### config.mk
export PLATFORM = sky130hd
export DESIGN_NAME = rf_wport_arbiter
export DESIGN_NICKNAME = d
export VERILOG_FILES = /design/src/rtl/rf_wport_arbiter.sv
export SDC_FILE = /design/constraint.sdc
export NUM_CORES = 1
export LEC_CHECK = 0
export BUFFER_PORTS_ARGS = -buffer_cell sky130_fd_sc_hd__buf_4
export CORE_ASPECT_RATIO = 0.9
export CORE_MARGIN = 3
export CORE_UTILIZATION = 47
export DETAILED_ROUTE_END_ITERATION = 10
export GPL_TIMING_DRIVEN = 1
export PLACE_DENSITY_LB_ADDON = 0.3
export REMOVE_ABC_BUFFERS = 1
export SYNTH_ARGS = -nofsm -noshare
export SYNTH_HDL_FRONTEND = slang
export SYNTH_SLANG_ARGS = --single-unit
### constraint.sdc
create_clock -name clk_i -period 4.8 [get_ports clk_i]
set_clock_uncertainty 0.2 [all_clocks]
set_input_delay 0.24 -clock clk_i [delete_from_list [all_inputs] [get_ports clk_i]]
set_output_delay 0.24 -clock clk_i [all_outputs]
set_load 0.05 [all_outputs]
### src/rtl/rf_wport_arbiter.sv
// rf_wport_arbiter: arbitrates the regfile write port between WB and a one-entry LU result slot.
// Optional perf counters (FORCE/HOLD cycle counts) are enabled by defining WPORT_PERF_CNT_EN.
module rf_wport_arbiter #(
   parameter int MAX_WAIT = 4
) (
   input  logic        clk_i,
   input  logic        resetn_i,
   input  logic        wb_valid_i,
   input  logic        wb_we_i,
   input  logic [4:0]  wb_waddr_i,
   input  logic [31:0] wb_wdata_i,
   input  logic [31:0] wb_pc_i,
   output logic        wb_ready_o,
   input  logic        lu_valid_i,
   input  logic [4:0]  lu_waddr_i,
   input  logic [31:0] lu_wdata_i,
   input  logic [31:0] lu_pc_i,
   output logic        lu_ready_o,
   output logic        lu_pending_o,
   output logic [4:0]  lu_pend_addr_o,
`ifdef WPORT_PERF_CNT_EN
   output logic [31:0] perf_wb_stall_o,
   output logic [31:0] perf_lu_wait_o,
`endif
   output logic        rf_we_o,
   output logic [4:0]  rf_waddr_o,
   output logic [31:0] rf_wdata_o,
   output logic [31:0] debug_wb_pc_o,
   output logic [3:0]  debug_wb_rf_we_o,
   output logic [4:0]  debug_wb_rf_wnum_o,
   output logic [31:0] debug_wb_rf_wdata_o
);
   localparam int CW = $clog2(MAX_WAIT + 1);
   typedef enum logic [1:0] {IDLE, HOLD, FORCE} state_t;
   state_t      state_q, state_d;
   logic [4:0]  slot_addr_q, slot_addr_d;
   logic [31:0] slot_data_q, slot_data_d;
   logic [31:0] slot_pc_q, slot_pc_d;
   logic [CW-1:0] wait_q, wait_d;
   logic        wb_wr, grant_wb, grant_lu;
   assign wb_wr = wb_valid_i & wb_we_i;
   always_comb begin
      state_d     = state_q;
      slot_addr_d = slot_addr_q;
      slot_data_d = slot_data_q;
      slot_pc_d   = slot_pc_q;
      wait_d      = wait_q;
      wb_ready_o  = 1'b0;
      lu_ready_o  = 1'b0;
      grant_wb    = 1'b0;
      grant_lu    = 1'b0;
      case (state_q)
         IDLE: begin
            wb_ready_o = 1'b1;
            lu_ready_o = 1'b1;
            grant_wb   = wb_wr;
            // r0 results are accepted but never occupy the slot
            if (lu_valid_i && lu_waddr_i != 5'd0) begin
               slot_addr_d = lu_waddr_i;
               slot_data_d = lu_wdata_i;
               slot_pc_d   = lu_pc_i;
               wait_d      = '0;
               state_d     = HOLD;
            end
         end
         HOLD: begin
            wb_ready_o = 1'b1;
            grant_wb   = wb_wr;
            grant_lu   = !wb_wr;
            if (!wb_wr || wb_waddr_i == slot_addr_q) begin
               wait_d  = '0;
               state_d = IDLE;
            end else if (wait_q == CW'(MAX_WAIT - 1)) begin
               state_d = FORCE;
            end else begin
               wait_d = wait_q + 1'b1;
            end
         end
         FORCE: begin
            grant_lu = 1'b1;
            wait_d   = '0;
            state_d  = IDLE;
         end
         default: state_d = IDLE;
      endcase
      if (!resetn_i) begin
         wb_ready_o = 1'b0;
         lu_ready_o = 1'b0;
         grant_wb   = 1'b0;
         grant_lu   = 1'b0;
      end
   end
   always_ff @(posedge clk_i) begin
      if (!resetn_i) begin
         state_q     <= IDLE;
         slot_addr_q <= '0;
         slot_data_q <= '0;
         slot_pc_q   <= '0;
         wait_q      <= '0;
      end else begin
         state_q     <= state_d;
         slot_addr_q <= slot_addr_d;
         slot_data_q <= slot_data_d;
         slot_pc_q   <= slot_pc_d;
         wait_q      <= wait_d;
      end
   end
   assign lu_pending_o        = resetn_i && state_q != IDLE;
   assign lu_pend_addr_o      = lu_pending_o ? slot_addr_q : 5'd0;
   assign rf_we_o             = grant_wb | grant_lu;
   assign rf_waddr_o          = grant_wb ? wb_waddr_i : grant_lu ? slot_addr_q : 5'd0;
   assign rf_wdata_o          = grant_wb ? wb_wdata_i : grant_lu ? slot_data_q : 32'd0;
   assign debug_wb_pc_o       = grant_lu ? slot_pc_q : wb_pc_i;
   assign debug_wb_rf_we_o    = {4{rf_we_o}};
   assign debug_wb_rf_wnum_o  = rf_waddr_o;
   assign debug_wb_rf_wdata_o = rf_wdata_o;
`ifdef WPORT_PERF_CNT_EN
   logic [31:0] stall_q, lwait_q;
   always_ff @(posedge clk_i) begin
      if (!resetn_i) begin
         stall_q <= '0;
         lwait_q <= '0;
      end else begin
         stall_q <= stall_q + 32'(state_q == FORCE);
         lwait_q <= lwait_q + 32'(state_q == HOLD);
      end
   end
   assign perf_wb_stall_o = stall_q;
   assign perf_lu_wait_o  = lwait_q;
`endif
endmodule

# Word level (Yosys, flattened, before mapping)
# Index checks and enable logic that the tools add are counted.
[op_classes] n_addsub=1 eq_ne=7 n_mux=22 bitwise_logic=2 reduce_logical=12
[ops] cell="$mux 32" n=3
[ops] cell="$mux 5" n=3
[ops] cell="$mux 3" n=3
[ops] cell="$pmux 3 s3" n=1
[ops] cell="$mux 1" n=7
[ops] cell="$mux 2" n=3
[ops] cell="$ne 3x3->1 const B" n=2
[ops] cell="$eq 5x5->1" n=1
[ops] cell="$reduce_bool 5->1" n=1
[ops] cell="$pmux 2 s2" n=1
[ops] cell="$reduce_and 2->1" n=2
[ops] cell="$add 3x1->3 const B" n=1
[ops] cell="$eq 3x2->1 const B" n=1
[ops] cell="$reduce_and 3->1" n=1
[ops] cell="$reduce_bool 3->1" n=1
[ops] cell="$eq 2x1->1 const B" n=1
[ops] cell="$eq 2x2->1 const B" n=1
[ops] cell="$logic_and 1x1->1" n=2
[ops] cell="$logic_not 2->1" n=1
[ops] cell="$ne 2x2->1 const B" n=1
[ops] cell="$pmux 1 s2" n=1
[ops] cell="$reduce_bool 2->1" n=1
[ops] cell="$reduce_or 2->1" n=1
[ops] cell="$and 1x1->1" n=1
[ops] cell="other kinds (3)" n=3
[totals] regBits=74 inputBits=143 output_inout_bits=119 wordCells=49

# Longest topological paths before layout
[depth] depth_word=6 depth_mapped=10

# Least setup slack after synthesis
# Ideal clock, no wire load.
[synth_path] path_kind="register to output" from="register state_q[0]" to="output port rf_wdata_o[12]" t_arrival_ps=3279 t_required_ps=4360 slack_ps=1081 stages_incl_launch_ff=11 cell_sequence="dfxtp_1 inv_1 ha_1 buf_2 o21a_1 nand3_1 buf_2 buf_2 nand2_1 o21ai_0 buf_4"
[synth_via] elab_chain_len=5 elab_cells_between_ends=10 cone_classes="eq/ne: 2; mux: 6; reduce/logical: 2"
[synth_rtl] element="from (decl)" line="35" source="state_t state_q, state_d;"
[synth_rtl] element="from (signal assigned)" line="101" source="state_q <= state_d;"
[synth_rtl] element="$eq 2x2->1, or another cell as far along" line="52" source="case (state_q)"
[synth_rtl] element="$pmux 1 s2 / $reduce_or 2->1 (equally long branches)"
[synth_rtl] element="$mux 1, on equally long branches" line="86, 52"
[synth_rtl] element="$mux 32 / $mux 1 (equally long branches)" line="112, 86"
[synth_rtl] element="$mux 32 (*)" line="112" source="assign rf_wdata_o = grant_wb ? wb_wdata_i : grant_lu ? slot_data_q : 32'd0;"
[synth_rtl] element="to (decl)" line="27" source="output logic [31:0] rf_wdata_o,"
# Every way passes the cells marked *; elsewhere a longest branch is shown, timed or not.

# Worst setup path after layout
[layout_path] from="register state_q[1]" to="output port debug_wb_rf_wnum_o[3]"
[layout_via] elab_chain_len=5 elab_cells_between_ends=10 cone_classes="eq/ne: 2; mux: 6; reduce/logical: 2"
[layout_rtl] element="$eq 2x2->1, or another cell as far along" line="52"
[layout_rtl] element="$pmux 1 s2 / $reduce_or 2->1 (equally long branches)"
[layout_rtl] element="$mux 1, on equally long branches" line="86, 52"
[layout_rtl] element="$mux 5 / $mux 1 (equally long branches)" line="111, 86"
[layout_rtl] element="$mux 5 (*)" line="111" source="assign rf_waddr_o = grant_wb ? wb_waddr_i : grant_lu ? slot_addr_q : 5'd0;"
[layout_rtl] element="to (decl)" line="30" source="output logic [4:0] debug_wb_rf_wnum_o,"
# Marks and branches as above.

==> impl_results.md <==
- Status: finished, final reports clean
- Switching share of power: 31.0%
- Vias after detailed routing: 4880
- Total die area: 10300 sq um
- Largest net degree at the start of global routing: 79
- Worst r2r path cells: 6
- Worst reg2reg path startpoint: state_q[1]$_SDFFE_PN0P_
- ANT cells: 0
- Die W: 107 um
- H-tree lvl count: 3
- Max cap viols: 0
- Library cells used by synthesis: 35
- Dpl cells: 873
- R2r endpoint: slot_pc_q[13]$_SDFFE_PN0P_
- Cell Pwr Density: 263 nW/um^2
- Port buffer count: 261
- WL met1: 5750 um
- Worst setup EP type: output pin
- Hold Path Class: input port to flop
- Initial Util: 49.1%
- Root Buffer: clkbuf_8
- Top cells by area, synth: dfxtp_1 (35%), nand2_1 (19%), a21boi_0 (11%)
- Hold_sp: wb_waddr_i[2]
- Final setup violation count: 0
- Routability cong.: 0.837
- Final WL: 15000 um
- Core area: 8730 sq um
- Number of remaining DRC errors: 0
- Met2 wire len: 7640 um
- Final Cell Area: 6880 sq um
- Hold path cells: 5
- Initial antenna violation count: 0
- Minimum clock period: 3620 ps
- Sink Count: 74
- Row cnt: 32
- Hold Crit Endpoint: wait_q[2]$_SDFFE_PN0P_
- First DRT Iteration DRCs: 252
- Final ANT Viol Nets: 0
- Placement Cell Area: 5940 sq um
- Routed WL per cell: 15.7 um
- Final TNS setup: 0 ps
- Top sig layer: met4
- Max-slew violations: 0
- Mapped Avg Cell Area: 7.55 sq um
- I/O Pins: 262
- Final Util: 78.9%
- Sequential-to-total area share from yosys stat: 34.6%
- Gr usage total: 27.9%
- VDD IR max: 0.254 mV
- Synth top area share: 34.6%
- Drt first pass iters: 5
- Leak pwr: 3.11 nW
- Reg-to-reg setup timing slack: 2040 ps
- Synth Warn #: 0
- Post-Synthesis Cells: 568
- Final period utilization: 75.5%
- Share of layout cells above drive strength 1: 38.1%
- Cell Int Power: 1.25 mW
- Sequential Power Share: 37.3%
- Clock Tree Buf Depth: 2
- First-pass GRT wire length: 23500 um
- Clk_lat worst skew: 340 ps
- Psw: 0.562 mW
- Worst setup path class: flop to output pin
- Relative slew slack: 43.1%
- Die H: 96.6 um
- Synth Register Bits: 74
- Setup crit start kind: flop
- Clock Pin Slew Worst Setup and Hold Paths: 80 ps
- Vias per cell: 5.09
- Area delta synth->final: 60.6%
- Worst-Margin Slew: 852 ps
- CTS tree: yes
- Arrival @ worst endpoint: 3180 ps
- Most frequent cells in the layout: buf_4 (267), nand2_1 (219), dfxtp_1 (74)
- CTS buffer count: 9
- Area leader, netlist: dfxtp_1
- Post-Layout Cell Count: 958
- HPWL Detailed: 9680 um
- Global route total overflow: 0
- Metal3 WL: 1160 um
- FILL cells: 551
- Layout Nets: 983
- Final count of hold timing violations: 0
- Clock power share: 33.6%
- Unrepaired setup endpoints after global routing: false
- Commonest non-fill, non-tap cell in the layout: buf_4
- Crit path max fanout: 44
- WP data required: 4360 ps
- Comb pwr share: 29.1%
- Vias in the first global route: 4932
- Synth Cell Area: 4290 sq um
- Highest Clock Rate: 276 MHz
## sequential cells by signal, indices dropped and copies added, names as in the netlist
register     count
slot_addr_q      5
slot_data_q     32
slot_pc_q       32
state_q          2
wait_q           3
## cells in the mapped netlist
library cell / n
nor3b_1: 1
a21boi_0: 60
o221ai_1: 1
nor2b_1: 3
or3_1: 1
o2111a_1: 1
ha_1: 6
nand3_1: 4
a31oi_1: 1
buf_6: 4
clkbuf_1: 14
nand2_1: 219
o21a_1: 2
buf_2: 22
o21bai_1: 1
and2_1: 6
a21oi_1: 2
o211a_1: 1
a311oi_1: 1
nand4_1: 1
a21boi_1: 10
nor2_1: 2
o2111ai_1: 1
buf_4: 41
or2_2: 2
xnor2_1: 5
nor3_1: 2
dfxtp_1: 74
o22ai_1: 3
nand2b_1: 1
a21o_1: 1
o21ai_0: 38
mux2_2: 32
inv_1: 4
o211ai_2: 1
## logic make-up (layout without fill, tap and decap cells)
kind of cell             after synthesis  count (layout)  synth area share (%)
XOR/XNOR                               5               5                  1.02
adder cells (fa/ha/maj)                6               6                  1.75
AO/OA/AOI/OAI                        124             124                  19.6
multiplexers                          32              32                  8.41
buffers and inverters                 85             356                  12.4
flip-flops                            74              74                  34.6
AND/OR/NAND/NOR                      242             242                  22.3
## critical path, stage by stage (launching register included)
cell and delay [ps]:
dfxtp_1 350, inv_1 130, ha_1 240, a21o_1 150, nand3_2 650, buf_4 540, o21ai_0 470, buf_4 290
## how the worst max path moves through the flow
stage,from,endpoint,cells past startpoint
floorplan,state_q[1]$_SDFFE_PN0P_,debug_wb_rf_wdata_o[0],5
global placement,state_q[0]$_SDFFE_PN0P_,debug_wb_rf_wnum_o[3],8
detailed placement,state_q[1]$_SDFFE_PN0P_,debug_wb_rf_wnum_o[3],7
CTS,state_q[1]$_SDFFE_PN0P_,debug_wb_rf_wnum_o[3],7
global route,state_q[1]$_SDFFE_PN0P_,debug_wb_rf_wnum_o[3],7
finish,state_q[1]$_SDFFE_PN0P_,debug_wb_rf_wnum_o[3],7
## per-layer routing
metal,up-vias,track usage [%]
met5,-,0
met4,0,11.3
met3,37,5.47
met2,246,50.8
met1,2248,31.5
li1,2349,-
## stage by stage
stage	hold WS, ps	power, mW	setup WS, ps
floorplan	175	0.958	-210
finish	245	1.81	1180
CTS	231	1.81	1250
detailed placement	244	1.16	1650
global route	242	1.88	1030
global placement	239	1.15	1740
## area by class of cell
type                    count  area (sq um)  share of cell area (%)
multi-input cells         409          2290                    33.3
clock buffers              12           155                    2.25
clock inverters             4          97.6                    1.42
inverters                   4          15.0                   0.218
well taps                 119           149                    2.16
repair buffers            336          2700                    39.1
flip-flops and latches     74          1480                    21.5
## power groups by stage
| stage | sequential [mW] | combinational [mW] | clock (mW) |
|---|---|---|---|
| 2_1_floorplan | 0.682 | 0.276 | 0 |
| 3_3_place_gp | 0.686 | 0.465 | 0 |
| 3_5_place_dp | 0.688 | 0.473 | 0 |
| 4_1_cts | 0.674 | 0.521 | 0.613 |
| 5_1_grt | 0.679 | 0.561 | 0.643 |
| 6_report | 0.675 | 0.528 | 0.609 |
## timing repair
item / 4_1_cts / 5_1_grt
gates resized for setup: 0 / 0
endpoints found under the hold margin: 69 / 0
hold buffers: 69 / 0
buffers inserted: 0 / 0
No activity file was read; power rests on OpenSTA's default activity.
